==> config.mk <==
export PLATFORM = sky130hd
export DESIGN_NAME = exp2_seq
export DESIGN_NICKNAME = d
export VERILOG_FILES = /design/src/rtl/exp2_pkg.sv /design/src/rtl/exp2_seq.sv
export SDC_FILE = /design/constraint.sdc
export NUM_CORES = 1
export LEC_CHECK = 0
export CAP_MARGIN = 20
export CORE_AREA = 2 2 42 44
export DETAILED_ROUTE_END_ITERATION = 10
export DIE_AREA = 0 0 44 46
export HOLD_SLACK_MARGIN = 0.05
export PLACE_DENSITY_LB_ADDON = 0.12
export SYNTH_ARGS = -nofsm -noshare
export SYNTH_HDL_FRONTEND = slang
export SYNTH_SLANG_ARGS = --single-unit
==> constraint.sdc <==
create_clock -name clk -period 1.2 [get_ports clk]
set_input_delay 0.24 -clock clk [delete_from_list [all_inputs] [get_ports clk]]
set_output_delay 0.24 -clock clk [all_outputs]
set_load 0.03 [all_outputs]
==> src/rtl/exp2_pkg.sv <==
// Shared types and constants for the sequential power-of-two generator.
package exp2_pkg;

  typedef enum logic [1:0] {
    IDLE,
    SHIFT,
    DONE
  } exp2_state_t;

  localparam int EXP2_WIDTH_DEF = 8;

  // Exponent width needed to address every bit of a w-bit word.
  function automatic int exp2_log_w(input int w);
    int r;
    r = 0;
    for (int i = 0; i < 31; i++) begin
      if ((1 << i) < w) r = i + 1;
    end
    return r;
  endfunction

endpackage

==> src/rtl/exp2_seq.sv <==
// Sequential 2**n generator: walks a single set bit left once per clock and
// returns the one-hot word over a valid/ready handshake.
module exp2_seq
  import exp2_pkg::*;
#(
  parameter int WIDTH = EXP2_WIDTH_DEF,
  parameter int LOG_W = exp2_log_w(WIDTH)
) (
  input  logic             clk,
  input  logic             rst,
  input  logic             in_valid,
  output logic             in_ready,
  input  logic [LOG_W-1:0] in_log,
  output logic             out_valid,
  input  logic             out_ready,
  output logic [WIDTH-1:0] out_number,
  output logic             out_err,
  output logic             busy
);

  localparam logic [LOG_W:0] WIDTH_L = (LOG_W + 1)'(WIDTH);

  exp2_state_t      state, state_nxt;
  logic [WIDTH-1:0] shreg;
  logic [LOG_W-1:0] cnt;
  logic             err;
  logic             accept;
  logic             out_of_range;

  assign accept       = in_valid & in_ready;
  assign out_of_range = ({1'b0, in_log} >= WIDTH_L);

  always_ff @(posedge clk or posedge rst) begin
    if (rst) state <= IDLE;
    else     state <= state_nxt;
  end

  always_comb begin
    state_nxt = state;
    unique case (state)
      IDLE: begin
        if (accept) begin
          if (out_of_range || (in_log == '0)) state_nxt = DONE;
          else                                state_nxt = SHIFT;
        end
      end
      SHIFT: begin
        // SHIFT is only entered with cnt >= 1, so cnt never wraps.
        if (cnt == LOG_W'(1)) state_nxt = DONE;
      end
      DONE: begin
        if (out_ready) state_nxt = IDLE;
      end
      default: state_nxt = IDLE;
    endcase
  end

  always_ff @(posedge clk or posedge rst) begin
    if (rst) begin
      shreg <= '0;
      cnt   <= '0;
      err   <= 1'b0;
    end else begin
      unique case (state)
        IDLE: begin
          if (accept) begin
            cnt <= in_log;
            if (out_of_range) begin
              shreg <= '0;
              err   <= 1'b1;
            end else begin
              shreg <= WIDTH'(1);
              err   <= 1'b0;
            end
          end
        end
        SHIFT: begin
          shreg <= shreg << 1;
          cnt   <= cnt - LOG_W'(1);
        end
        DONE: begin
          if (out_ready) err <= 1'b0;
        end
        default: ;
      endcase
    end
  end

  assign in_ready   = (state == IDLE);
  assign out_valid  = (state == DONE);
  assign busy       = (state != IDLE);
  assign out_number = shreg;
  assign out_err    = err;

endmodule

==> impl_results.html <==
<table>
<tr><th>Metric</th><th>Value</th></tr>
<tr><th colspan="2">Route</th></tr>
<tr><td>Detail Route Antenna Nets</td><td>0</td></tr>
<tr><td>TritonRoute pass-1 iters</td><td>4</td></tr>
<tr><td>Post-detailed-routing wire length</td><td>~1.3 mm</td></tr>
<tr><td>Number of DRC violations after detailed-routing iteration 0</td><td>4</td></tr>
<tr><td>Final routed wire length divided by cell count</td><td>approximately 12 um</td></tr>
<tr><td>Vias after detailed routing</td><td>550</td></tr>
<tr><td>DRC violations left</td><td>0</td></tr>
<tr><td>Routed via count divided by cell count</td><td>a little over 5</td></tr>
<tr><th colspan="2">STA</th></tr>
<tr><td>Minimum setup slack in the final design</td><td>-0.0520 ns</td></tr>
<tr><td>Time the final worst path needs with I/O delays and setup</td><td>1.25 ns</td></tr>
<tr><td>Unrepaired setup endpoints after global routing</td><td>true</td></tr>
<tr><td>Period utilisation layout</td><td>104%</td></tr>
<tr><td>Final setup violation count</td><td>10</td></tr>
<tr><td>Highest clock rate</td><td>799 MHz</td></tr>
<tr><td>Final Hold Fails</td><td>0</td></tr>
<tr><td>Clock skew after layout</td><td>0.00306 ns</td></tr>
<tr><td>Slew Limit Fails</td><td>0</td></tr>
<tr><th colspan="2">Place</th></tr>
<tr><td>Placed wire-length estimate after detailed placement</td><td>983 um</td></tr>
<tr><td>Last weighted congestion value of the routability-driven placer</td><td>~0.75</td></tr>
<tr><td>Number of port buffers</td><td>17</td></tr>
<tr><td>Placed cell count</td><td>about 100</td></tr>
<tr><td>Cell Area, Placed</td><td>843 sq um</td></tr>
<tr><th colspan="2">Clock tree</th></tr>
<tr><td>Clock transition at the register clock pins on the worst setup and hold paths after CTS</td><td>roughly 0.080 ns</td></tr>
<tr><td>Hold-fix buffers at CTS</td><td>0</td></tr>
<tr><td>Clk sinks</td><td>13</td></tr>
<tr><td>Clock tree buffer depth</td><td>2</td></tr>
<tr><td>CTS tree</td><td>built</td></tr>
<tr><td>H-tree depth</td><td>1</td></tr>
<tr><td>CTS buffer count</td><td>3</td></tr>
<tr><td>Worst-Skew Late Latency</td><td>around 0.27 ns</td></tr>
<tr><td>Root Buffer Master</td><td>sky130_fd_sc_hd__clkbuf_4</td></tr>
<tr><th colspan="2">Finish</th></tr>
<tr><td>Layout Cells excl Fill</td><td>between 100 and 150</td></tr>
<tr><td>Sequential cell area in the final layout</td><td>around 330 sq um</td></tr>
<tr><td>Share of final-layout standard cells stronger than drive strength 1</td><td>between 30% and 40%</td></tr>
<tr><td>Antenna cells</td><td>0</td></tr>
<tr><td>Growth of design area from synthesis to finish</td><td>41.8%</td></tr>
<tr><td>Area of the multi-input gates</td><td>between 200 and 250 sq um</td></tr>
<tr><td>Final core utilization</td><td>56.0%</td></tr>
<tr><td>Count of filler cells inserted in the layout</td><td>~170</td></tr>
<tr><td>Fin area</td><td>about 900 sq um</td></tr>
<tr><td>Net count, final</td><td>roughly 100</td></tr>
<tr><th colspan="2">Synth</th></tr>
<tr><td>Yosys top cell by area</td><td>sky130_fd_sc_hd__dfrtp_1</td></tr>
<tr><td>Post-Synthesis Net Count</td><td>71</td></tr>
<tr><td>Synth top area cells</td><td>sky130_fd_sc_hd__dfrtp_1, sky130_fd_sc_hd__a22o_1, sky130_fd_sc_hd__inv_1</td></tr>
<tr><td>Most common flop cell mapped by yosys</td><td>sky130_fd_sc_hd__dfrtp_1</td></tr>
<tr><td>Summed instance area of the synthesized netlist</td><td>between 600 and 700 sq um</td></tr>
<tr><td>List of most frequent post-synthesis cells</td><td>sky130_fd_sc_hd__dfrtp_1, sky130_fd_sc_hd__inv_1, sky130_fd_sc_hd__a22o_1, sky130_fd_sc_hd__nor2_1</td></tr>
<tr><td>Sequential cell area fraction in the yosys report</td><td>between 50 and 60%</td></tr>
<tr><td>Synth top area share</td><td>51.0%</td></tr>
<tr><td>Post-synth EDFFs</td><td>0</td></tr>
<tr><td>Post-Synthesis Mean Instance Area</td><td>10.3 sq um</td></tr>
<tr><td>Number of instances in the synthesized netlist</td><td>62</td></tr>
<tr><td>Synth Register Bits</td><td>13</td></tr>
<tr><td>Number of distinct standard cells referenced by the synthesized netlist</td><td>22</td></tr>
<tr><td>Post-synth ARST share</td><td>100%</td></tr>
<tr><td>Yosys warns</td><td>0</td></tr>
<tr><td>Dominant cell by count in the synthesized netlist</td><td>sky130_fd_sc_hd__dfrtp_1</td></tr>
<tr><th colspan="2">Die</th></tr>
<tr><td>Die Span Y</td><td>between 40 and 50 um</td></tr>
<tr><td>Top-Level Pins</td><td>19</td></tr>
<tr><td>Core footprint</td><td>around 1600 sq um</td></tr>
<tr><td>Initial standard-cell utilization of the core</td><td>39.5%</td></tr>
<tr><td>Floorplan row count</td><td>15</td></tr>
<tr><td>Die boundary width</td><td>approximately 44 um</td></tr>
<tr><td>Full die area</td><td>2020 sq um</td></tr>
<tr><th colspan="2">Power</th></tr>
<tr><td>Power density relative to cell area</td><td>slightly below 3000 nW/um^2</td></tr>
<tr><td>Standby leakage power</td><td>~0.47 nW</td></tr>
<tr><td>Power consumption</td><td>roughly 2.7 mW</td></tr>
<tr><td>VDD IR-drop max</td><td>roughly 1.4 mV</td></tr>
<tr><th colspan="2">Worst setup path</th></tr>
<tr><td>Arrival time worst endpoint</td><td>~1.0 ns</td></tr>
<tr><td>Critical path class</td><td>reg2out</td></tr>
<tr><td>Startpoint types</td><td>flip-flop</td></tr>
<tr><td>Data required time of the critical path</td><td>approximately 0.96 ns</td></tr>
<tr><td>Category of the worst setup path capture point</td><td>primary output</td></tr>
<tr><td>Worst Path Max Fanout</td><td>3</td></tr>
<tr><th colspan="2">Run status</th></tr>
<tr><td>Outcome</td><td>complete, but fails checks</td></tr>
<tr><td>Violations in the final reports</td><td>setup timing</td></tr>
<tr><th colspan="2">GRT</th></tr>
<tr><td>Total global-route track usage</td><td>14.8%</td></tr>
<tr><td>Wire length of the first global-routing pass</td><td>roughly 2.1 mm</td></tr>
<tr><td>Overflow left after global routing</td><td>0</td></tr>
<tr><td>Vias in the first global route</td><td>520</td></tr>
<tr><td>Antenna violations before repair</td><td>0</td></tr>
<tr><td>Pin count of the biggest net entering global routing</td><td>14</td></tr>
<tr><th colspan="2">Job</th></tr>
<tr><td>Count of maximum capacitance violations</td><td>0</td></tr>
<tr><th colspan="2">Min path</th></tr>
<tr><td>Worst min-delay path class</td><td>in2async</td></tr>
</table>
-- metrics by stage --
stage	hold slack [ns]	setup WS (ns)	TNS, ns
global placement	0.487	-0.129	-1.14
finish	0.253	-0.0520	-0.364
detailed placement	0.500	-0.153	-1.53
global route	0.290	-0.0938	-0.707
floorplan	0.117	0.0308	0
CTS	0.254	-0.0541	-0.306
-- cell usage in the layout, fill, tap and decap left out --
cell and instances:
sky130_fd_sc_hd__nor2b_1 3, sky130_fd_sc_hd__a21oi_2 1, sky130_fd_sc_hd__nand3_1 1, sky130_fd_sc_hd__dfrtp_1 12, sky130_fd_sc_hd__inv_1 5, sky130_fd_sc_hd__buf_6 1, sky130_fd_sc_hd__dfrtp_2 1, sky130_fd_sc_hd__ha_1 2
sky130_fd_sc_hd__a21o_1 1, sky130_fd_sc_hd__nor2_1 5, sky130_fd_sc_hd__clkbuf_4 3, sky130_fd_sc_hd__clkdlybuf4s50_1 6, sky130_fd_sc_hd__nor3_1 1, sky130_fd_sc_hd__inv_2 3, sky130_fd_sc_hd__conb_1 1, sky130_fd_sc_hd__a31oi_1 3
sky130_fd_sc_hd__a22o_1 7, sky130_fd_sc_hd__nand2_1 1, sky130_fd_sc_hd__o22ai_1 3, sky130_fd_sc_hd__a32oi_1 1, sky130_fd_sc_hd__buf_4 24, sky130_fd_sc_hd__nand2_2 1, sky130_fd_sc_hd__or3b_1 1, sky130_fd_sc_hd__o21bai_2 1
sky130_fd_sc_hd__a21oi_1 2, sky130_fd_sc_hd__clkbuf_1 1, sky130_fd_sc_hd__and3b_1 1
-- worst paths after layout --
kind	start	to	slack, ns	depth (start not counted)
setup / recovery	state[0]	in_ready	-0.05	4
hold reg to reg	out_number[7]	out_number[7]	0.51	1
max in group asynchronous	rst	state[0]	0.77	3
setup reg to reg	state[0]	out_number[2]	-0.04	4
min in group clk	out_number[7]	out_number[7]	0.51	1
hold / removal	rst	out_number[4]	0.25	3
-- final cells by class --
cell class	count	area share, %
inverters	8	3.32
multi-input cells	36	27.5
repair buffers	31	27.8
flip-flops and latches	13	36.1
well taps	17	2.35
clock buffers	4	2.90
-- worst max-delay path, stage by stage (launching register included) --
cell and delay, ns:
sky130_fd_sc_hd__dfrtp_2 0.43, sky130_fd_sc_hd__inv_2 0.07, sky130_fd_sc_hd__nand2_2 0.06, sky130_fd_sc_hd__inv_2 0.06, sky130_fd_sc_hd__buf_6 0.12
-- metal layers --
metal	share of wire, %	routed length [um]	GRT usage (%)
met5	0	0	0
met4	1.7	23	9.09
met3	4.7	63	2.38
met2	46	620	23.5
met1	47	633	18.9
-- report_power, final --
group,switching [mW],internal (mW)
clock network,0.140,0.129
logic,0.889,0.769
registers,0.133,0.632
-- cells by family (layout without fill, tap and decap cells) --
family                   after synthesis  after routing  synth area share [%]
flip-flops                            13             13                  51.0
other                                  1              1                 0.588
buffers and inverters                 13             43                  10.4
adder cells (fa/ha/maj)                2              2                  3.92
AO/OA/AOI/OAI                         19             19                  22.7
AND/OR/NAND/NOR                       14             14                  11.4
-- state kept, by name (all words and copies together), names as in the netlist --
register / count
out_number: 8
cnt: 3
state: 2
-- timing repair --
| item | 4_1_cts | 5_1_grt |
|---|---|---|
| buffers inserted | 3 | 1 |
| pin swaps | 1 | 0 |
| resized for setup | 4 | 0 |
| setup endpoints to repair | 3 | 11 |
Power figures use the tool's default switching activity.
